===== src/rtl/snr_sweep_pkg.sv =====
// ============================================================================
// Module   : snr_sweep_pkg
// Brief    : Shared types and default widths for the SNR sweep sequencer.
// Revision : 1.0 - initial release
// ============================================================================
`default_nettype none

package snr_sweep_pkg;

    localparam int DEF_SNR_WIDTH  = 11;
    localparam int DEF_LEN_WIDTH  = 16;
    localparam int DEF_MAX_STEPS  = 8;
    localparam int DEF_SETTLE_CYC = 16;
    localparam int DEF_IDX_WIDTH  = $clog2(DEF_MAX_STEPS);

    typedef enum logic [1:0] {
        S_IDLE    = 2'd0,
        S_SETTLE  = 2'd1,
        S_MEASURE = 2'd2,
        S_DONE    = 2'd3
    } sweep_state_t;

endpackage

`default_nettype wire


===== src/rtl/sweep_step_table.sv =====
// ============================================================================
// Module   : sweep_step_table
// Brief    : Schedule register file; writes blocked while a sweep is busy.
// Revision : 1.0 - initial release
// ============================================================================
`default_nettype none

module sweep_step_table
    import snr_sweep_pkg::*;
#(
    parameter int SNR_WIDTH = DEF_SNR_WIDTH,
    parameter int LEN_WIDTH = DEF_LEN_WIDTH,
    parameter int MAX_STEPS = DEF_MAX_STEPS
) (
    input  logic                         clk,
    input  logic                         rst,
    input  logic                         i_we,
    input  logic                         i_busy,
    input  logic [$clog2(MAX_STEPS)-1:0] i_waddr,
    input  logic [SNR_WIDTH-1:0]         i_wsigma,
    input  logic [LEN_WIDTH-1:0]         i_wlen,
    input  logic [$clog2(MAX_STEPS)-1:0] i_raddr_cur,
    output logic [LEN_WIDTH-1:0]         o_len_cur,
    input  logic [$clog2(MAX_STEPS)-1:0] i_raddr_nxt,
    output logic [SNR_WIDTH-1:0]         o_sigma_nxt
);

    logic [SNR_WIDTH-1:0] r_sigma [MAX_STEPS];
    logic [LEN_WIDTH-1:0] r_len   [MAX_STEPS];

    always_ff @(posedge clk or negedge rst) begin
        if (!rst) begin
            for (int i = 0; i < MAX_STEPS; i++) begin
                r_sigma[i] <= '0;
                r_len[i]   <= '0;
            end
        end else if (i_we && !i_busy) begin
            r_sigma[i_waddr] <= i_wsigma;
            r_len[i_waddr]   <= i_wlen;
        end
    end

    assign o_len_cur   = r_len[i_raddr_cur];
    assign o_sigma_nxt = r_sigma[i_raddr_nxt];

endmodule

`default_nettype wire


===== src/rtl/snr_sweep_ctrl.sv =====
// ============================================================================
// Module   : snr_sweep_ctrl
// Brief    : Steps the channel sigma through a programmed schedule, blanking
//            measurement for a settle window after every sigma change.
// Revision : 1.0 - initial release
// ============================================================================
`default_nettype none

module snr_sweep_ctrl
    import snr_sweep_pkg::*;
#(
    parameter int SNR_WIDTH  = DEF_SNR_WIDTH,
    parameter int MAX_STEPS  = DEF_MAX_STEPS,
    parameter int LEN_WIDTH  = DEF_LEN_WIDTH,
    parameter int SETTLE_CYC = DEF_SETTLE_CYC
) (
    input  logic                         clk,
    input  logic                         rst,
    input  logic                         cfg_we,
    input  logic [$clog2(MAX_STEPS)-1:0] cfg_addr,
    input  logic [SNR_WIDTH-1:0]         cfg_sigma,
    input  logic [LEN_WIDTH-1:0]         cfg_len,
    input  logic [$clog2(MAX_STEPS):0]   num_steps,
    input  logic                         start,
    input  logic                         abort,
    input  logic                         sym_en,
    output logic [SNR_WIDTH-1:0]         sigma_scale,
    output logic                         meas_en,
    output logic [$clog2(MAX_STEPS)-1:0] step_idx,
    output logic                         step_start,
    output logic                         busy,
    output logic                         done,
    output logic                         aborted
);

    localparam int C_IDX_W = $clog2(MAX_STEPS);
    localparam int C_SET_W = $clog2(SETTLE_CYC + 1);

    sweep_state_t         r_state, w_state_nxt;
    logic [SNR_WIDTH-1:0] r_sigma, w_sigma_nxt, w_sigma_tbl;
    logic [C_IDX_W-1:0]   r_idx, w_idx_nxt, w_nxt_addr;
    logic [C_IDX_W:0]     r_num, w_num_nxt, w_num_clamp, w_idx_p1;
    logic [C_SET_W-1:0]   r_settle, w_settle_nxt;
    logic [LEN_WIDTH-1:0] r_cnt, w_cnt_nxt, w_len_cur, w_len_eff;
    logic                 r_step_start, w_step_start_nxt;
    logic                 r_aborted, w_aborted_nxt;
    logic                 w_busy, w_sym_last, w_settle_last;

    sweep_step_table #(
        .SNR_WIDTH (SNR_WIDTH),
        .LEN_WIDTH (LEN_WIDTH),
        .MAX_STEPS (MAX_STEPS)
    ) u_table (
        .clk         (clk),
        .rst         (rst),
        .i_we        (cfg_we),
        .i_busy      (w_busy),
        .i_waddr     (cfg_addr),
        .i_wsigma    (cfg_sigma),
        .i_wlen      (cfg_len),
        .i_raddr_cur (r_idx),
        .o_len_cur   (w_len_cur),
        .i_raddr_nxt (w_nxt_addr),
        .o_sigma_nxt (w_sigma_tbl)
    );

    assign w_busy        = (r_state == S_SETTLE) || (r_state == S_MEASURE);
    assign w_idx_p1      = {1'b0, r_idx} + (C_IDX_W + 1)'(1);
    // In IDLE the lookahead port fetches entry 0; otherwise the next entry.
    assign w_nxt_addr    = (r_state == S_IDLE) ? '0 : w_idx_p1[C_IDX_W-1:0];
    assign w_num_clamp   = (num_steps > (C_IDX_W + 1)'(MAX_STEPS)) ?
                           (C_IDX_W + 1)'(MAX_STEPS) : num_steps;
    assign w_len_eff     = (w_len_cur == '0) ? LEN_WIDTH'(1) : w_len_cur;
    assign w_sym_last    = sym_en && (r_cnt == w_len_eff - LEN_WIDTH'(1));
    assign w_settle_last = (r_settle == C_SET_W'(SETTLE_CYC - 1));

    always_comb begin
        w_state_nxt      = r_state;
        w_sigma_nxt      = r_sigma;
        w_idx_nxt        = r_idx;
        w_num_nxt        = r_num;
        w_settle_nxt     = r_settle;
        w_cnt_nxt        = r_cnt;
        w_step_start_nxt = 1'b0;
        w_aborted_nxt    = 1'b0;
        case (r_state)
            S_IDLE: begin
                if (start) begin
                    w_num_nxt = w_num_clamp;
                    w_idx_nxt = '0;
                    if (num_steps == '0) begin
                        w_state_nxt = S_DONE;
                    end else begin
                        w_state_nxt      = S_SETTLE;
                        w_sigma_nxt      = w_sigma_tbl;
                        w_step_start_nxt = 1'b1;
                        w_settle_nxt     = '0;
                    end
                end
            end
            S_SETTLE: begin
                if (w_settle_last) begin
                    w_state_nxt = S_MEASURE;
                    w_cnt_nxt   = '0;
                end else begin
                    w_settle_nxt = r_settle + C_SET_W'(1);
                end
            end
            S_MEASURE: begin
                if (w_sym_last) begin
                    if (w_idx_p1 < r_num) begin
                        w_state_nxt      = S_SETTLE;
                        w_idx_nxt        = w_idx_p1[C_IDX_W-1:0];
                        w_sigma_nxt      = w_sigma_tbl;
                        w_step_start_nxt = 1'b1;
                        w_settle_nxt     = '0;
                    end else begin
                        w_state_nxt = S_DONE;
                        w_sigma_nxt = '0;
                        w_idx_nxt   = '0;
                    end
                end else if (sym_en) begin
                    w_cnt_nxt = r_cnt + LEN_WIDTH'(1);
                end
            end
            S_DONE: begin
                w_state_nxt = S_IDLE;
            end
            default: begin
                w_state_nxt = S_IDLE;
            end
        endcase
        // Abort overrides any same-cycle step completion.
        if (abort && (r_state != S_IDLE)) begin
            w_state_nxt      = S_IDLE;
            w_sigma_nxt      = '0;
            w_idx_nxt        = '0;
            w_step_start_nxt = 1'b0;
            w_aborted_nxt    = 1'b1;
        end
    end

    always_ff @(posedge clk or negedge rst) begin
        if (!rst) begin
            r_state      <= S_IDLE;
            r_sigma      <= '0;
            r_idx        <= '0;
            r_num        <= '0;
            r_settle     <= '0;
            r_cnt        <= '0;
            r_step_start <= 1'b0;
            r_aborted    <= 1'b0;
        end else begin
            r_state      <= w_state_nxt;
            r_sigma      <= w_sigma_nxt;
            r_idx        <= w_idx_nxt;
            r_num        <= w_num_nxt;
            r_settle     <= w_settle_nxt;
            r_cnt        <= w_cnt_nxt;
            r_step_start <= w_step_start_nxt;
            r_aborted    <= w_aborted_nxt;
        end
    end

    assign sigma_scale = r_sigma;
    assign step_idx    = r_idx;
    assign step_start  = r_step_start;
    assign aborted     = r_aborted;
    assign busy        = w_busy;
    assign meas_en     = sym_en && (r_state == S_MEASURE);
    assign done        = (r_state == S_DONE) && !abort;

endmodule

`default_nettype wire


===== config.mk =====
export PLATFORM = sky130hd
export DESIGN_NAME = snr_sweep_ctrl
export DESIGN_NICKNAME = d
export VERILOG_FILES = /design/src/rtl/snr_sweep_pkg.sv /design/src/rtl/sweep_step_table.sv /design/src/rtl/snr_sweep_ctrl.sv
export SDC_FILE = /design/constraint.sdc
export NUM_CORES = 1
export LEC_CHECK = 0
export CORE_MARGIN = 5
export CORE_UTILIZATION = 40
export CTS_CLUSTER_DIAMETER = 200
export DETAILED_ROUTE_END_ITERATION = 10
export PLACE_DENSITY = 0.64
export SLEW_MARGIN = 40
export SYNTH_ARGS = -nofsm -noshare
export SYNTH_HDL_FRONTEND = slang
export SYNTH_SLANG_ARGS = --single-unit

===== constraint.sdc =====
create_clock -name clk -period 4.95 [get_ports clk]
set_clock_uncertainty 0.2 [all_clocks]
set_input_delay 0.99 -clock clk [delete_from_list [all_inputs] [get_ports clk]]
set_output_delay 0.99 -clock clk [all_outputs]
set_load 0.005 [all_outputs]

== Word level (Yosys, flattened, before mapping) ==
Index checks and enable logic that the tools add are counted.
Operators by class
  $add $sub $neg: 4
  $lt $le $gt $ge: 6
  equality and inequality tests: 17
  multiplexer cells: 50
  bitwise operators: 3
  reductions and logical operators: 22
Operator list (number)
  $bwmux 128: 1
  $mux 16: 7
  $bwmux 88: 1
  $mux 11: 8
  $bmux 16 s3: 1
  $demux 16 s3: 1
  $bmux 11 s3: 1
  $demux 11 s3: 1
  $pmux 16 s2: 1
  $mux 5: 5
  $pmux 11 s2: 1
  $add 16x1->16 const B: 1
  $eq 16x16->1: 1
  $logic_not 16->1: 1
  $sub 16x1->16 const B: 1
  $mux 3: 5
  $pmux 5 s3: 1
  $ne 2x2->1 const B: 7
  $ge 4x4->1 const B: 3
  $mux 2: 6
  $ne 3x2->1 const B: 4
  $not 3->4: 3
  $pmux 2 s4: 1
  $reduce_and 4->1: 2
  23 further kinds: 38
Word-level totals
  register bits: 259
  bits of input ports: 40
  output and inout port bits: 19
  word-level logic and storage cells: 126

== Logic depth before layout (Yosys ltp) ==
  depth after elaboration: 12
  mapped depth: 21
  mapped depth without buffers: 15

== Modules after synthesis ==
A second synthesis with hierarchy kept.
Second synthesis, totals
  cells, all modules: 916
  area, all modules: 12982.5 µm²
By module, submodules not included
  sweep_step_table: instances 1, cells each 561, area each 9892.0 µm², sequential area each 5405.2 µm²
  snr_sweep_ctrl: instances 1, cells each 355, area each 3090.5 µm², sequential area each 1076.0 µm²

== Worst setup path before layout ==
OpenSTA, ideal clock, no wires.
  kind: reg-to-reg
  start point: reg r_idx[0], in the netlist step_idx[0]
  end point: reg r_idx[0], in the netlist step_idx[0]
  setup time: 0.125 ns
  arrival time: 4.364 ns
  data required time: 4.625 ns
  setup slack: 0.261 ns
  cell stages (with the launch flop): 19
  buffers on the path: 3
  clock period less this slack: 4.689 ns
  path through: dfrtp_1 -> buf_6 -> buf_6 -> mux4_2 -> mux2i_4 -> o211ai_2 -> nor4_4 -> a21oi_1 -> ha_1 -> xor2_1 -> nand2_1 -> a221oi_1 -> nand2_1 -> or4_1 -> nor4bb_1 -> buf_4 -> nand2_2 -> a31o_1 -> mux2_2
Between the ends
  word-level cells in the longest chain between the ends: 11
  elaborated cells between the ends (all ways): 17
  classes of those cells: add/sub: 2; order compare: 1; eq/ne: 2; mux: 8; bitwise: 1; reduce/logical: 3
RTL lines
  start: declaration: RTL line snr_sweep_ctrl.sv:41  | logic [C_IDX_W-1:0] r_idx, w_idx_nxt, w_nxt_addr;
  start signal: assignment: RTL line snr_sweep_ctrl.sv:156  | r_idx <= w_idx_nxt;
  $not 3->4 (not written as such): RTL line sweep_step_table.sv:43  | assign o_len_cur = r_len[i_raddr_cur];
  $bmux 16 s3: RTL line sweep_step_table.sv:43
  $mux 16 (not written as such) (2 in series): RTL line sweep_step_table.sv:43
  $logic_not 16->1: RTL line snr_sweep_ctrl.sv:73  | assign w_len_eff = (w_len_cur == '0) ? LEN_WIDTH'(1) : w_len_cur;
  $mux 16: RTL line snr_sweep_ctrl.sv:73
  $sub 16x1->16: RTL line snr_sweep_ctrl.sv:74  | assign w_sym_last = sym_en && (r_cnt == w_len_eff - LEN_WIDTH'(1));
  $eq 16x16->1: RTL line snr_sweep_ctrl.sv:74
  $logic_and 1x1->1: RTL line snr_sweep_ctrl.sv:74
  $ne 3x2->1 (no line)
  $reduce_and 3->1 (no line)
Several ways; a longest one is shown, not always the timed one. The select of a mux whose other input is x is not followed.
A chain may end at the register's enable or synchronous reset.

== Worst setup path in the final report ==
Same ends and word-level chain as after synthesis.

==> summary.md <==
| Metric | Value |
|---|---|
| H-tree level count | 1 |
| Met2 usage | 0.2533 |
| Max Cap Viol | 0 |
| Yosys cell types | 67 |
| Worst R2R Setup Slack | between 0.2 and 0.25 ns |
| CP Class | reg2reg |
| Synth Cell Area | 12870 um^2 |
| Fillers | ~2700 |
| Area share of the largest cell type after synthesis | 0.5035 |
| Port bufs | 58 |
| Power share of the combinational group | 0.340 |
| Syn Nets | around 1000 |
| Synth top area cells | dfrtp_1, mux2_2, mux4_2, nand2_1, mux2i_1 |
| Sw Pwr | ~2.6 mW |
| Starting Density | 0.4069 |
| Slew at the pin closest to its max-slew limit | 0.6686 ns |
| Vias per inst | between 5 and 6 |
| PD cells | 564.6 nW/um^2 |
| Sink Count | 259 |
| First-pass GRT wire length | 48560 um |
| Initial antenna violation count | 2 |
| CTS tree | built |
| # rows | 65 |
| Ant diodes | 0 |
| Setup crit start kind | flip-flop |
| Reg-to-reg startpoint | step_idx[0] |
| CTS max path bufs | 3 |
| Net Sw Frac | 0.2999 |
| Hold WC Path Type | in2async |
| Leading area contributor after synthesis | dfrtp_1 |
| Critical path's largest stage delay | 0.54 ns |
| DR iter-0 viols | between 600 and 700 |
| FF-to-FF path depth | 17 |
| Skew-Pair Late Insertion Delay | around 0.54 ns |
| Fin. Hold Viols | 0 |
| Routed vias | between 8000 and 9000 |
| Setup TNS | 0 ns |
| CP required | ~5.2 ns |
| WL final | 30040 um |
| RePlAce Congestion | between 0.8 and 0.9 |
| Die ar. | between 30000 and 40000 um^2 |
| Met3 Use GR | 0.03208 |
| Pins Over Slew Limit | 0 |
| Primary FF master, synth | dfrtp_1 |
| Maximum vdd drop | roughly 0.00033 V |
| Root Buffer | clkbuf_16 |
| CP bufs+invs | 2 |
| FF+latch count, synth | 259 |
| Grt met1 use | 0.2510 |
| Hold Buf Count CTS | 0 |
| Hold_ws | roughly 0.17 ns |
| Area grow syn2layout | 20.07% |
| Pleak | 6.440 nW |
| Pint | 6.110 mW |
| Synth top cells by count | dfrtp_1, mux2_2, nand2_1 |
| Layout cells sized above 1 | 0.3925 |
| Worst-path clk slew | approximately 0.06 ns |
| Final setup viols | 0 |
| GRT Total Usage | 0.1669 |
| Fmax | 211.4 MHz |
| First-pass detailed-route iteration total | 5 |
| Crit path cell chain | buf_12 > mux4_2 > mux2i_4 > o211ai_1 > nor4_4 > a21oi_2 > ha_1 > xor2_1 > nand2_1 > a221oi_2 > nand2_1 > or4_4 > nor4bb_4 > buf_6 > nand2_2 > a31o_1 > mux2_2 |
| Ys Warns | 0 |
| Critical path's most frequent cell | nand2_1 |
| Number of global-route vias before repair | ~8600 |
| Die Wd | approximately 190 um |
| CP max FO | 11 |
| Period utilization | 0.9554 |
| CP max-delay cell | or4_4 |
| RR Endpoint | step_idx[0] |
| Final #Nets | between 1000 and 1500 |
| Rel. slew slack | 0.5526 |
| Post-synth EDFFs | 0 |
| Flop pwr share | 0.408 |
| Vert. Die Dim | ~190 um |
| Core area | ~32000 um^2 |
| Clock power share | 0.252 |
| Grt ovf | 0 |
| Final min period | ~4.7 ns |
| Antenna viol nets, final | 0 |
| DRC | 0 |
| Pin count of the biggest net entering global routing | 80 |
| Most common cell in the netlist | dfrtp_1 |
| Hpwl dp | 19140 um |
| Status | completed |
| Most Crowded Layer GR | met2 |
| Share of synthesized flip-flops with an asynchronous set or reset | 1.000 |
| Sequential area share after synthesis | 0.5035 |
| Post-synthesis cell count | just under 1000 |
| WL per Instance | ~20 um |
| Worst EP arrival | slightly below 5 ns |
| Crit. End Element | flip-flop |
| Mean Syn Cell Area | 13.14 um^2 |
| I/O pin count | a little under 60 |
| Delay-heaviest family, CP | simple AND/OR/NAND/NOR gates |
| Total CTS buffers | 29 |
[cell families (layout without fill, tap and decap cells)]
kind of cell	count (synthesis)	after routing	share of synthesized area
muxes	302	302	0.2964
DFF	259	259	0.5035
and+or+nand+nor	195	195	0.08107
AOI/OAI and AO/OA	121	121	0.06901
buffers and inverters	72	190	0.02547
xor gates and xnor gates	19	19	0.01293
adders and majority gates	12	12	0.01166
[worst max-delay path by stage]
stage,from,end,slack (ns),cells past startpoint
after floorplan,step_idx[0],step_idx[0],0.26,18
after global placement,step_idx[0],step_idx[0],-0.02,17
after detailed placement,step_idx[0],step_idx[0],-0.03,17
after CTS,step_idx[0],step_idx[0],0.12,18
after global routing,step_idx[0],sigma_scale[1],-0.02,17
final,step_idx[0],step_idx[0],0.22,17
[timing repair]
| action | in CTS | in global routing |
|---|---|---|
| gates cloned | 0 | 2 |
| gates resized for setup | 0 | 22 |
| endpoints found under the setup margin | 18 | 36 |
| setup buffers | 3 | 7 |
| pin swaps | 0 | 8 |
[worst register-to-register path: cells and delay by family (launching register included)]
kind / cells / cell delay [ns]
AND/OR/NAND/NOR: 6 / 1.43
flip-flops: 1 / 0.45
adder cells (fa/ha/maj): 1 / 0.31
multiplexers: 3 / 1.00
buffers and inverters: 2 / 0.33
XOR/XNOR: 1 / 0.13
AO/OA/AOI/OAI: 4 / 0.74
[per-layer routing]
layer | wire length [um] | up-vias
li1 | - | 3833
met1 | 14440 | 4309
met2 | 13410 | 172
met3 | 1646 | 51
met4 | 520 | 4
met5 | 33 | -
[sequential cells by signal, summed over array words and instances (netlist names)]
name / flops
u_table.r_len: 128
step_idx: 3
r_settle: 5
r_num: 4
aborted: 1
step_start: 1
u_table.r_sigma: 88
r_cnt: 16
sigma_scale: 11
r_state: 2
[power by group through the flow]
| stage | logic (mW) | registers, mW | clock network, mW |
|---|---|---|---|
| 6_report | 2.97 | 3.56 | 2.20 |
| 5_1_grt | 3.24 | 3.66 | 2.35 |
| 4_1_cts | 2.85 | 3.55 | 2.26 |
| 3_5_place_dp | 2.84 | 3.59 | 0 |
| 3_3_place_gp | 2.77 | 3.56 | 0 |
| 2_1_floorplan | 2.11 | 3.41 | 0 |
[cell usage in the layout (no fill, tap or decap), drive strengths merged, types with 5 or more instances in the layout]
cell,instances
a21oi,35
a31oi,8
and3,5
buf,67
clkbuf,40
clkdlybuf4s50,57
dfrtp,259
ha,12
inv,19
mux2,241
mux2i,27
mux4,34
nand2,52
nand2b,15
nand3,16
nand3b,6
nand4,10
nor2,32
nor2b,7
nor3,16
nor4,5
o211ai,5
o21ai,17
o22ai,6
o31ai,20
or3,8
or4,9
xnor2,11
xor2,8
[cell type report]
class / count / area [um^2] / share of cell area
Sequential cell: 259 / 6485 / 0.4196
Multi-Input combinational cell: 649 / 6222 / 0.4026
Timing Repair Buffer: 125 / 1202 / 0.07779
Clock buffer: 39 / 823.3 / 0.05327
Tap cell: 402 / 503.0 / 0.03254
Clock inverter: 9 / 156.4 / 0.01012
Inverter: 17 / 63.81 / 0.004129
[metrics by stage]
step	std cells	setup WS, ns	util	instance area, um^2	total power [mW]
2_1_floorplan	980	0.2614	-	12870	5.519
3_3_place_gp	1439	-0.02068	0.4483	14180	6.327
3_5_place_dp	1440	-0.03348	0.4494	14220	6.430
4_1_cts	1491	0.1187	0.4817	15240	8.662
5_1_grt	1500	-0.02309	0.4886	15460	9.252
6_report	1500	0.2207	0.4886	15460	8.727
Note: power is estimated with default switching activity, not from simulation.
